[src/rtl/spi_burst_master_if.sv]
// Bundles the host-side FIFO/command signals and the downstream byte-controller
// handshake of spi_burst_master. The master modport is the block's own view.
interface spi_burst_master_if #(
    parameter int LEN_W = 4
);
    logic             tx_wr_en;
    logic [7:0]       tx_wr_data;
    logic             tx_full;
    logic [LEN_W:0]   tx_count;

    logic             cmd_valid;
    logic [LEN_W-1:0] cmd_len;
    logic             cmd_err;
    logic             burst_busy;
    logic             burst_done;

    logic             rx_rd_en;
    logic [7:0]       rx_rd_data;
    logic             rx_empty;
    logic             rx_overflow;

    logic             ctl_start;
    logic [7:0]       ctl_data;
    logic             ctl_hold_cs;
    logic             ctl_busy;
    logic             ctl_done;
    logic [7:0]       ctl_rx_data;

    modport master (
        input  tx_wr_en, tx_wr_data, cmd_valid, cmd_len, rx_rd_en,
               ctl_busy, ctl_done, ctl_rx_data,
        output tx_full, tx_count, cmd_err, burst_busy, burst_done,
               rx_rd_data, rx_empty, rx_overflow,
               ctl_start, ctl_data, ctl_hold_cs
    );

    modport slave (
        output tx_wr_en, tx_wr_data, cmd_valid, cmd_len, rx_rd_en,
               ctl_busy, ctl_done, ctl_rx_data,
        input  tx_full, tx_count, cmd_err, burst_busy, burst_done,
               rx_rd_data, rx_empty, rx_overflow,
               ctl_start, ctl_data, ctl_hold_cs
    );
endinterface

[src/rtl/spi_burst_master.sv]
// Burst sequencer in front of a byte-level SPI controller: drains a TX FIFO into
// one chip-select-held transfer and collects the returned bytes in an RX FIFO.
module spi_burst_master #(
    parameter int FIFO_DEPTH = 8,
    parameter int LEN_W      = 4
) (
    input logic                clk,
    input logic                rst,
    spi_burst_master_if.master bus
);

    localparam int             PTR_W   = $clog2(FIFO_DEPTH);
    localparam logic [LEN_W:0] DEPTH_C = (LEN_W+1)'(FIFO_DEPTH);

    typedef enum logic [2:0] {
        IDLE,
        LAUNCH,
        WAIT_BUSY,
        XFER,
        FINISH
    } state_e;

    state_e           state_q, state_d;
    logic [LEN_W-1:0] remaining_q, remaining_d;
    logic             cmd_err_q, cmd_err_d;
    logic             hold_cs_q, hold_cs_d;
    logic             rx_ovf_q, rx_ovf_d;

    logic [7:0]       tx_mem_q [FIFO_DEPTH];
    logic [PTR_W-1:0] tx_wr_ptr_q, tx_rd_ptr_q;
    logic [LEN_W:0]   tx_count_q, tx_count_d;

    logic [7:0]       rx_mem_q [FIFO_DEPTH];
    logic [PTR_W-1:0] rx_wr_ptr_q, rx_rd_ptr_q;
    logic [LEN_W:0]   rx_count_q, rx_count_d;

    logic [LEN_W:0]   cmd_len_ext;
    logic             cmd_ok, cmd_accept, cmd_reject, byte_done;
    logic             tx_full, tx_push, tx_pop;
    logic             rx_full, rx_empty, rx_push, rx_pop;

    assign cmd_len_ext = {1'b0, bus.cmd_len};
    assign cmd_ok      = (cmd_len_ext != '0) && (cmd_len_ext <= DEPTH_C) &&
                         (tx_count_q >= cmd_len_ext);
    assign cmd_accept  = (state_q == IDLE) && bus.cmd_valid && cmd_ok;
    assign cmd_reject  = (state_q == IDLE) && bus.cmd_valid && !cmd_ok;
    assign byte_done   = (state_q == XFER) && bus.ctl_done;

    // A full FIFO still takes a push in the same cycle as a legal pop.
    assign tx_full  = (tx_count_q == DEPTH_C);
    assign tx_pop   = byte_done && (tx_count_q != '0);
    assign tx_push  = bus.tx_wr_en && (!tx_full || tx_pop);

    assign rx_full  = (rx_count_q == DEPTH_C);
    assign rx_empty = (rx_count_q == '0);
    assign rx_pop   = bus.rx_rd_en && !rx_empty;
    assign rx_push  = byte_done && (!rx_full || rx_pop);

    always_comb begin
        // NOTE: every variable gets a default before any branch, so no latch is inferred.
        tx_count_d  = tx_count_q;
        rx_count_d  = rx_count_q;
        remaining_d = remaining_q;

        if (tx_push && !tx_pop)      tx_count_d = tx_count_q + 1'b1;
        else if (!tx_push && tx_pop) tx_count_d = tx_count_q - 1'b1;

        if (rx_push && !rx_pop)      rx_count_d = rx_count_q + 1'b1;
        else if (!rx_push && rx_pop) rx_count_d = rx_count_q - 1'b1;

        if (cmd_accept)     remaining_d = bus.cmd_len;
        else if (byte_done) remaining_d = remaining_q - 1'b1;

        cmd_err_d = cmd_reject;
        hold_cs_d = (remaining_d > LEN_W'(1));
        rx_ovf_d  = rx_ovf_q | (byte_done && !rx_push);
    end

    always_ff @(posedge clk) begin
        // NOTE: sequential state is written with non-blocking assignments only.
        if (!rst) begin
            state_q     <= IDLE;
            remaining_q <= '0;
            cmd_err_q   <= 1'b0;
            hold_cs_q   <= 1'b0;
            rx_ovf_q    <= 1'b0;
            tx_wr_ptr_q <= '0;
            tx_rd_ptr_q <= '0;
            tx_count_q  <= '0;
            rx_wr_ptr_q <= '0;
            rx_rd_ptr_q <= '0;
            rx_count_q  <= '0;
        end else begin
            state_q     <= state_d;
            remaining_q <= remaining_d;
            cmd_err_q   <= cmd_err_d;
            hold_cs_q   <= hold_cs_d;
            rx_ovf_q    <= rx_ovf_d;
            tx_count_q  <= tx_count_d;
            rx_count_q  <= rx_count_d;
            if (tx_push) tx_wr_ptr_q <= tx_wr_ptr_q + 1'b1;
            if (tx_pop)  tx_rd_ptr_q <= tx_rd_ptr_q + 1'b1;
            if (rx_push) rx_wr_ptr_q <= rx_wr_ptr_q + 1'b1;
            if (rx_pop)  rx_rd_ptr_q <= rx_rd_ptr_q + 1'b1;
        end
    end

    // NOTE: FIFO storage is not reset; the zero-count gating on the read ports hides stale bytes.
    always_ff @(posedge clk) begin
        if (tx_push) tx_mem_q[tx_wr_ptr_q] <= bus.tx_wr_data;
        if (rx_push) rx_mem_q[rx_wr_ptr_q] <= bus.ctl_rx_data;
    end

    always_comb begin
        state_d = state_q;
        unique case (state_q)
            IDLE:      if (cmd_accept) state_d = LAUNCH;
            LAUNCH:    state_d = WAIT_BUSY;
            WAIT_BUSY: if (bus.ctl_busy) state_d = XFER;
            XFER:      if (byte_done && (remaining_q == LEN_W'(1))) state_d = FINISH;
            FINISH:    if (!bus.ctl_busy) state_d = IDLE;
            default:   state_d = IDLE;
        endcase
    end

    always_comb begin
        bus.ctl_start  = 1'b0;
        bus.burst_busy = 1'b1;
        bus.burst_done = 1'b0;
        unique case (state_q)
            IDLE:    bus.burst_busy = 1'b0;
            LAUNCH:  bus.ctl_start  = 1'b1;
            FINISH:  bus.burst_done = !bus.ctl_busy;
            default: ;
        endcase
    end

    assign bus.tx_full     = tx_full;
    assign bus.tx_count    = tx_count_q;
    assign bus.cmd_err     = cmd_err_q;
    assign bus.ctl_hold_cs = hold_cs_q;
    assign bus.rx_overflow = rx_ovf_q;
    assign bus.rx_empty    = rx_empty;
    assign bus.ctl_data    = (tx_count_q == '0) ? 8'h00 : tx_mem_q[tx_rd_ptr_q];
    assign bus.rx_rd_data  = rx_empty ? 8'h00 : rx_mem_q[rx_rd_ptr_q];

endmodule

[src/flat_wrapper.sv]
// flat-port wrapper written by rule: the top's interface ports become plain ports
module spi_burst_master_flat 
#(
    parameter int FIFO_DEPTH = 8,
    parameter int LEN_W      = 4
)
  (clk, rst, bus_tx_wr_en, bus_tx_wr_data, bus_cmd_valid, bus_cmd_len, bus_rx_rd_en, bus_ctl_busy, bus_ctl_done, bus_ctl_rx_data, bus_tx_full, bus_tx_count, bus_cmd_err, bus_burst_busy, bus_burst_done, bus_rx_rd_data, bus_rx_empty, bus_rx_overflow, bus_ctl_start, bus_ctl_data, bus_ctl_hold_cs);
  spi_burst_master_if #(.LEN_W(LEN_W)) bus_i ();
  input logic clk;
  input logic rst;
  input wire logic [$bits(bus_i.tx_wr_en)-1:0] bus_tx_wr_en;
  input wire logic [$bits(bus_i.tx_wr_data)-1:0] bus_tx_wr_data;
  input wire logic [$bits(bus_i.cmd_valid)-1:0] bus_cmd_valid;
  input wire logic [$bits(bus_i.cmd_len)-1:0] bus_cmd_len;
  input wire logic [$bits(bus_i.rx_rd_en)-1:0] bus_rx_rd_en;
  input wire logic [$bits(bus_i.ctl_busy)-1:0] bus_ctl_busy;
  input wire logic [$bits(bus_i.ctl_done)-1:0] bus_ctl_done;
  input wire logic [$bits(bus_i.ctl_rx_data)-1:0] bus_ctl_rx_data;
  output wire logic [$bits(bus_i.tx_full)-1:0] bus_tx_full;
  output wire logic [$bits(bus_i.tx_count)-1:0] bus_tx_count;
  output wire logic [$bits(bus_i.cmd_err)-1:0] bus_cmd_err;
  output wire logic [$bits(bus_i.burst_busy)-1:0] bus_burst_busy;
  output wire logic [$bits(bus_i.burst_done)-1:0] bus_burst_done;
  output wire logic [$bits(bus_i.rx_rd_data)-1:0] bus_rx_rd_data;
  output wire logic [$bits(bus_i.rx_empty)-1:0] bus_rx_empty;
  output wire logic [$bits(bus_i.rx_overflow)-1:0] bus_rx_overflow;
  output wire logic [$bits(bus_i.ctl_start)-1:0] bus_ctl_start;
  output wire logic [$bits(bus_i.ctl_data)-1:0] bus_ctl_data;
  output wire logic [$bits(bus_i.ctl_hold_cs)-1:0] bus_ctl_hold_cs;
  assign bus_i.tx_wr_en = bus_tx_wr_en;
  assign bus_i.tx_wr_data = bus_tx_wr_data;
  assign bus_i.cmd_valid = bus_cmd_valid;
  assign bus_i.cmd_len = bus_cmd_len;
  assign bus_i.rx_rd_en = bus_rx_rd_en;
  assign bus_i.ctl_busy = bus_ctl_busy;
  assign bus_i.ctl_done = bus_ctl_done;
  assign bus_i.ctl_rx_data = bus_ctl_rx_data;
  assign bus_tx_full = bus_i.tx_full;
  assign bus_tx_count = bus_i.tx_count;
  assign bus_cmd_err = bus_i.cmd_err;
  assign bus_burst_busy = bus_i.burst_busy;
  assign bus_burst_done = bus_i.burst_done;
  assign bus_rx_rd_data = bus_i.rx_rd_data;
  assign bus_rx_empty = bus_i.rx_empty;
  assign bus_rx_overflow = bus_i.rx_overflow;
  assign bus_ctl_start = bus_i.ctl_start;
  assign bus_ctl_data = bus_i.ctl_data;
  assign bus_ctl_hold_cs = bus_i.ctl_hold_cs;
  spi_burst_master #(.FIFO_DEPTH(FIFO_DEPTH), .LEN_W(LEN_W)) u_core (.clk(clk), .rst(rst), .bus(bus_i));
endmodule
[config.mk]
export PLATFORM = sky130hd
export DESIGN_NAME = spi_burst_master_flat
export DESIGN_NICKNAME = d
export VERILOG_FILES = /design/src/rtl/spi_burst_master_if.sv /design/src/rtl/spi_burst_master.sv /design/src/flat_wrapper.sv
export SDC_FILE = /design/constraint.sdc
export NUM_CORES = 1
export LEC_CHECK = 0
export ABC_AREA = 1
export BUFFER_PORTS_ARGS = -buffer_cell sky130_fd_sc_hd__buf_2
export CORE_ASPECT_RATIO = 2
export CORE_MARGIN = 3
export CORE_UTILIZATION = 60
export CTS_CLUSTER_SIZE = 8
export DETAILED_ROUTE_END_ITERATION = 8
export PLACE_DENSITY = 0.85
export SKIP_LAST_GASP = 1
export SLEW_MARGIN = 20
export SYNTH_ARGS = -nofsm -noshare
export SYNTH_HDL_FRONTEND = slang
export SYNTH_SLANG_ARGS = --single-unit
[constraint.sdc]
create_clock -name clk -period 3 [get_ports clk]
set_clock_uncertainty 0.2 [all_clocks]
set_input_delay 0.75 -clock clk [delete_from_list [all_inputs] [get_ports clk]]
set_output_delay 0.75 -clock clk [all_outputs]
set_load 0.03 [all_outputs]
==> results.yml, run 1 <==
drt:
  ant_nets: 0
  drt_iter0_drc: 343
  drt_first_pass_iters: 5
  wire_per_inst_um: 17.3
  viasPerCell: 5.85
  routed_wl_mm: 15.6
  vias: 5258
  drcViolationCount: 0
synthesis:
  synth-edff-count: 128
  yosys.cell_types.count: 37
  synth_top_family_by_area: "simple AND/OR/NAND/NOR gates"
  synth_nets: 711
  async_reset_ff_share_pct: 0
  syn_inst: 664
  yosysWarnings: 0
  synth_compound_area_share_pct: 11.0
  synth_xor_area_share_pct: 1.34
  synth_largest_area_cell: "edfxtp_1"
  syn_area_per_cell_um2: 10.8
  synthesis.area_um2: 7170
  yosys-top-cells-count: "nor2_1, edfxtp_1, o21ai_0"
  synth_top_area_share_pct: 53.6
  synth_mux_area_share_pct: 0
  synth_ff_type: "edfxtp_1"
  synthAdderAreaFrac_pct: 3.70
  ys_ff_latch: 166
  yosysSeqAreaShare_pct: 64.2
  synth_most_common_cell: "nor2_1"
  synth_area_leaders: "edfxtp_1, dfxtp_1, nor2_1"
  synth-simple-area-share_pct: 15.3
layout:
  regArea_um2: 4610
  drive_above_1_share_pct: 19.3
  post-route-util_pct: 72.8
  syn_to_final_growth_pct: 16.7
  multi_input_area_um2: 2260
  nets: 791
  stdcell_area_um2: 8360
  n_antenna_cell: 0
  fillers: 746
run:
  max_cap_violations: 0
timing:
  worst_slew_pin_slew_ns: 0.541
  finalCritPeriodShare_pct: 95.6
  final_hold_viol_count: 0
  grt_setup_unrepaired: "no"
  fin_crit_ns: 2.87
  holdWs_ns: 0.274
  fmax_ghz: 0.349
  slew_viol_final: 0
  setup_viol_count_final: 0
  slew_headroom_pct: 63.9
  worst_slack_ns: 0.132
clock_tree:
  htreeDepth: 4
  ctsHoldBuffers: 0
  cts_root_buf: "clkbuf_16"
  cts_tree: "yes"
  cts.sinks: 166
  cts.clk_slew.worst_paths_ns: 0.07
  clk_latency_ns: 0.43
  cts_buffers: 17
  cts_buffer_depth: 2
pwr:
  p_comb_share_pct: 25.6
  p_switching_w: 0.00219
  seqPwrFrac_pct: 42.3
  leakage_nw: 3.28
  finalPower_w: 0.00645
  p_sw_share_pct: 33.9
  power_density_nw_per_um2: 771
  p_int_w: 0.00426
  pwr-share-clk_pct: 32.2
  ir_drop_uv: 669
setup_path:
  cp_cell_sequence: "clkinvlp_4, buf_12, nor2_1, o32ai_1, o21ai_0, nor2_1, buf_2"
  crit_fanout: 24
  cpMaxStageDelayCell: "dfxtp_1"
  critPathRequiredTime_ns: 2.05
  setup.worst_path.end_class: "output port"
  arrival_ns: 1.92
  path_buf_inv: 3
  cp_top_family: "buffers and inverters"
  slowest_delay_ns: 0.40
  cpMostUsedCell: "nor2_1"
  crit_path_start_kind: "register"
  crit_type: "reg -> out"
  reg2reg_slack_ns: 0.20
global_routing:
  overflow: 0
  busiest_layer: "met2"
  grt.total_usage_pct: 24.3
  grt_max_degree: 33
  use_met2_pct: 45.8
  grt_util_met3_pct: 4.72
  grtUsageMet1_pct: 23.8
  grt_pass1_vias: 5427
  grt_pass1_wl_mm: 25.4
  antenna_found_initial: 0
status:
  outcome: "finished clean"
place:
  dpl-instance-area_um2: 7770
  dp_hpwl_mm: 10.8
  finalWeightedCongestion: 0.867
  place_worst_setup_slack_ns: -0.0467
  port_buffers: 55
floorplan:
  ios: 56
  die_area_um2: 13400
  die_h_um: 161
  core_area_um2: 11500
  die_width_um: 83.3
  rows: 55
  start_util_pct: 62.4
hold_path:
  hp-class: "reg -> reg"
## power groups by stage
stage / Clock [W] / Sequential (W) / Combinational (W)
floorplan: 0 / 0.00274 / 0.00115
global placement: 0 / 0.00276 / 0.00157
detailed placement: 0 / 0.00277 / 0.00164
CTS: 0.00210 / 0.00272 / 0.00165
global route: 0.00219 / 0.00274 / 0.00183
finish: 0.00207 / 0.00273 / 0.00165
## routing by layer
metal / vias up / part of all wire [%]
met3: 70 / 4.8
met4: 0 / 4.9
met1: 2494 / 33
met2: 205 / 58
met5: - / 0
li1: 2489 / -
## worst register-to-register path: cells and delay by family (launching register included)
family	cells	cell delay, ns
buffers and inverters	3	0.32
AND/OR/NAND/NOR	10	1.00
flip-flops	1	0.34
adder cells (fa/ha/maj)	2	0.51
AO/OA/AOI/OAI	2	0.38
## cells by family (layout without fill, tap and decap cells)
| group | count (synthesis) | in the layout |
|---|---|---|
| xor gates and xnor gates | 11 | 11 |
| and+or+nand+nor | 255 | 255 |
| buffers and inverters | 81 | 174 |
| adders and majority gates | 20 | 20 |
| AOI/OAI and AO/OA | 131 | 131 |
| DFF | 166 | 166 |
## path summary, 6_finish.rpt
kind / depth (start not counted) / end / startpoint
worst max-delay path: 7 / bus_rx_rd_data[4] / register
worst min-delay path: 2 / u_core.bus.rx_overflow$_SDFF_PN0_ / u_core.bus.rx_overflow$_SDFF_PN0_
worst max register to register: 17 / u_core.bus.tx_count[4]$_SDFFE_PN0P_ / u_core.bus.tx_count[0]$_SDFFE_PN0P_
worst min register to register: 2 / u_core.bus.rx_overflow$_SDFF_PN0_ / u_core.bus.rx_overflow$_SDFF_PN0_
## cell type report
class	instances	share of cell area, %
clock inverters	15	1.72
well taps	142	2.12
clock buffers	17	5.09
flip-flops and latches	166	55.1
repair buffers	87	6.43
inverters	55	2.53
multi-input cells	417	27.0
## stage by stage
| step | setup TNS [ns] | std cells |
|---|---|---|
| 2_1_floorplan | 0 | 664 |
| 3_3_place_gp | 0 | 867 |
| 3_5_place_dp | -0.0467 | 867 |
| 4_1_cts | 0 | 899 |
| 5_1_grt | 0 | 899 |
| 6_report | 0 | 899 |
## flip-flops by register name (all words and copies together), names as in the netlist, named ones only
name                    flops
u_core.rx_rd_ptr_q          3
u_core.state_q              3
u_core.bus.tx_count         5
u_core.rx_count_q           5
u_core.bus.rx_overflow      1
u_core.rx_mem_q            64
u_core.tx_mem_q            64
u_core.rx_wr_ptr_q          3
u_core.bus.cmd_err          1
u_core.tx_rd_ptr_q          3
u_core.tx_wr_ptr_q          3
u_core.remaining_q          4
u_core.bus.ctl_hold_cs      1
## placed cells by master (no fill, tap or decap), types with 3 or more instances in the layout
master,n
buf_2,54
nor2_1,165
inv_6,6
o21ai_0,64
inv_8,5
ha_1,18
xor2_1,10
dfxtp_2,4
a21oi_1,29
buf_4,29
dfxtp_1,34
clkinv_2,3
nand4_1,4
nand3_1,16
inv_1,50
edfxtp_1,128
clkbuf_16,17
inv_2,3
nand2_2,6
nand2_1,50
o32ai_1,32
## what timing repair did
| item | CTS | global route |
|---|---|---|
| setup buffers | 0 | 0 |
| resized for setup | 1 | 7 |
| pin swaps | 0 | 0 |
| hold endpoints to repair | 0 | 0 |
| setup endpoints to repair | 8 | 11 |
Note: power is estimated with default switching activity, not from simulation.
==> run 2, diff against run 1 <==
Settings changed: ABC_AREA 1 to not set.
==> results.yml, run 2 <==
synthesis:
  syn_area_per_cell_um2: 15.9
  synth_largest_area_cell: "edfxtp_1"
  syn_inst: 445
  synth_nets: 492
  yosys-top-cells-count: "edfxtp_1, dfxtp_1, nor2_1"
  synthesis.area_um2: 7060
  synth_mux_area_share_pct: 13.5
  yosysSeqAreaShare_pct: 65.2
  synth_xor_area_share_pct: 2.11
  synthAdderAreaFrac_pct: 3.76
  synth_ff_type: "edfxtp_1"
  async_reset_ff_share_pct: 0
  synth_area_leaders: "edfxtp_1, dfxtp_1, mux4_2"
  synth_top_area_share_pct: 54.4
  synth_compound_area_share_pct: 3.49
  synth_most_common_cell: "edfxtp_1"
  synth_top_family_by_area: "multiplexers"
  ys_ff_latch: 166
  synth-edff-count: 128
  yosysWarnings: 0
  yosys.cell_types.count: 50
  synth-simple-area-share_pct: 9.85
setup_path:
  worstRegToRegCells: 10
  cp_top_family: "multiplexers"
  crit_type: "reg -> out"
  crit_fanout: 16
  path_buf_inv: 2
  r2r_end: "u_core.bus.tx_count[4]$_SDFFE_PN0P_"
  crit_path_start_kind: "register"
  setup.worst_path.end_class: "output port"
  arrival_ns: 1.98
  critPathRequiredTime_ns: 2.05
  cp_cell_sequence: "buf_6, mux4_2, mux2i_1, nor2_1, buf_2"
  slowest_delay_ns: 0.54
  reg2reg_slack_ns: 0.17
  cpMaxStageDelayCell: "mux4_2"
  r2r_start: "u_core.state_q[1]$_SDFFE_PN0P_"
clock_tree:
  htreeDepth: 4
  cts_tree: "yes"
  cts_root_buf: "clkbuf_16"
  cts.clk_slew.worst_paths_ns: 0.07
  cts.sinks: 166
  cts_buffer_depth: 2
  clk_latency_ns: 0.43
  cts_buffers: 17
global_routing:
  overflow: 0
  antenna_found_initial: 0
  grt_max_degree: 35
  grt_pass1_wl_mm: 21.3
  grt_pass1_vias: 4232
  grt.total_usage_pct: 22.4
pwr:
  power_density_nw_per_um2: 836
  leakage_nw: 3.09
  finalPower_w: 0.00697
  ir_drop_uv: 588
floorplan:
  die_area_um2: 13200
  die_h_um: 159
  core_area_um2: 11400
  ios: 56
  rows: 55
  die_width_um: 82.7
  start_util_pct: 61.8
layout:
  reg.largest.list: "u_core.rx_mem_q (64), u_core.tx_mem_q (64)"
  stdcell_area_um2: 8340
  layout_common_cells: "edfxtp_1, buf_2, dfxtp_1, buf_4, nor2_1"
  post-route-util_pct: 73.0
  final_common_cell: "edfxtp_1"
  drive_above_1_share_pct: 31.2
  n_antenna_cell: 0
  stdcell_count: 693
  syn_to_final_growth_pct: 18.1
  nets: 585
status:
  outcome: "finished clean"
place:
  dp_hpwl_mm: 9.03
  place_worst_setup_slack_ns: -0.110
  dpl-instance-area_um2: 7680
  port_buffers: 55
  finalWeightedCongestion: 0.846
  dp_cells: 658
run:
  max_cap_violations: 0
hold_path:
  holdPathStages: 1
  min_to: "u_core.bus.rx_overflow$_SDFF_PN0_"
  hp-class: "reg -> reg"
  hp-start: "u_core.bus.rx_overflow$_SDFF_PN0_"
drt:
  wire_per_inst_um: 19.4
  routed_wl_mm: 13.4
  vias: 3992
  ant_nets: 0
  viasPerCell: 5.76
  drt_first_pass_iters: 5
  drt_iter0_drc: 154
  drcViolationCount: 0
timing:
  fmax_ghz: 0.341
  finalCritPeriodShare_pct: 97.8
  worst_slew_pin_slew_ns: 0.544
  worst_slack_ns: 0.0653
  slew_viol_final: 0
  final_hold_viol_count: 0
  slew_headroom_pct: 63.7
  setup_viol_count_final: 0
  fin_crit_ns: 2.93
-- run 2: area by class of cell --
class,count,area [µm²]
Fill cell,750,3080
Tap cell,142,178
Timing Repair Buffer,94,584
Multi-Input combinational cell,247,2320
Clock buffer,17,425
Sequential cell,166,4600
Inverter,12,45.0
Clock inverter,15,178
-- run 2: power breakdown --
group | leakage, nW | switching [W] | internal [W]
combinational | 1.33 | 0.00118 | 0.000891
clock | 0.290 | 0.000965 | 0.00119
sequential | 1.47 | 0.000137 | 0.00261
total | 3.09 | 0.00228 | 0.00469
-- run 2: layer usage --
layer / wire, µm / vias up / global-route usage (%)
li1: - / 1869 / -
met1: 4610 / 1996 / 22.8
met2: 8010 / 97 / 41.6
met3: 472 / 30 / 5.21
met4: 350 / 0 / 9.15
met5: 0 / - / 0
-- run 2: stage by stage --
step                hold WS (ns)  TNS (ns)
finish                     0.271         0
floorplan                  0.274         0
global placement           0.241   -0.0123
detailed placement         0.256    -0.187
global route               0.301   -0.0121
CTS                        0.272         0
-- run 2: timing repair --
action	in CTS	in global routing
hold buffers	0	0
pin swaps	0	2
buffers inserted	0	3
setup endpoints to repair	5	7
resized for setup	3	5
-- run 2: logic make-up (layout without fill, tap and decap cells) --
family,after synthesis,after routing
fa+ha+maj,20,20
mux,55,55
xor+xnor,17,17
compound gates,35,35
flops,166,166
simple gates,120,120
buf+inv,32,138
-- run 2: worst max path at each step --
stage / from / to / slack [ns] / depth (start not counted)
6_report: register / bus_rx_rd_data[4] / 0.07 / 5
5_1_grt: u_core.bus.tx_count[1]$_SDFFE_PN0P_ / u_core.bus.tx_count[4]$_SDFFE_PN0P_ / -0.01 / 11
4_1_cts: u_core.rx_count_q[0]$_SDFFE_PN0P_ / u_core.rx_count_q[4]$_SDFFE_PN0P_ / 0.04 / 11
3_5_place_dp: bus_ctl_done / u_core.bus.tx_count[4]$_SDFFE_PN0P_ / -0.11 / 11
3_3_place_gp: bus_ctl_done / u_core.bus.tx_count[4]$_SDFFE_PN0P_ / -0.01 / 11
2_1_floorplan: u_core.bus.tx_count[0]$_SDFFE_PN0P_ / u_core.bus.tx_count[4]$_SDFFE_PN0P_ / 0.02 / 12
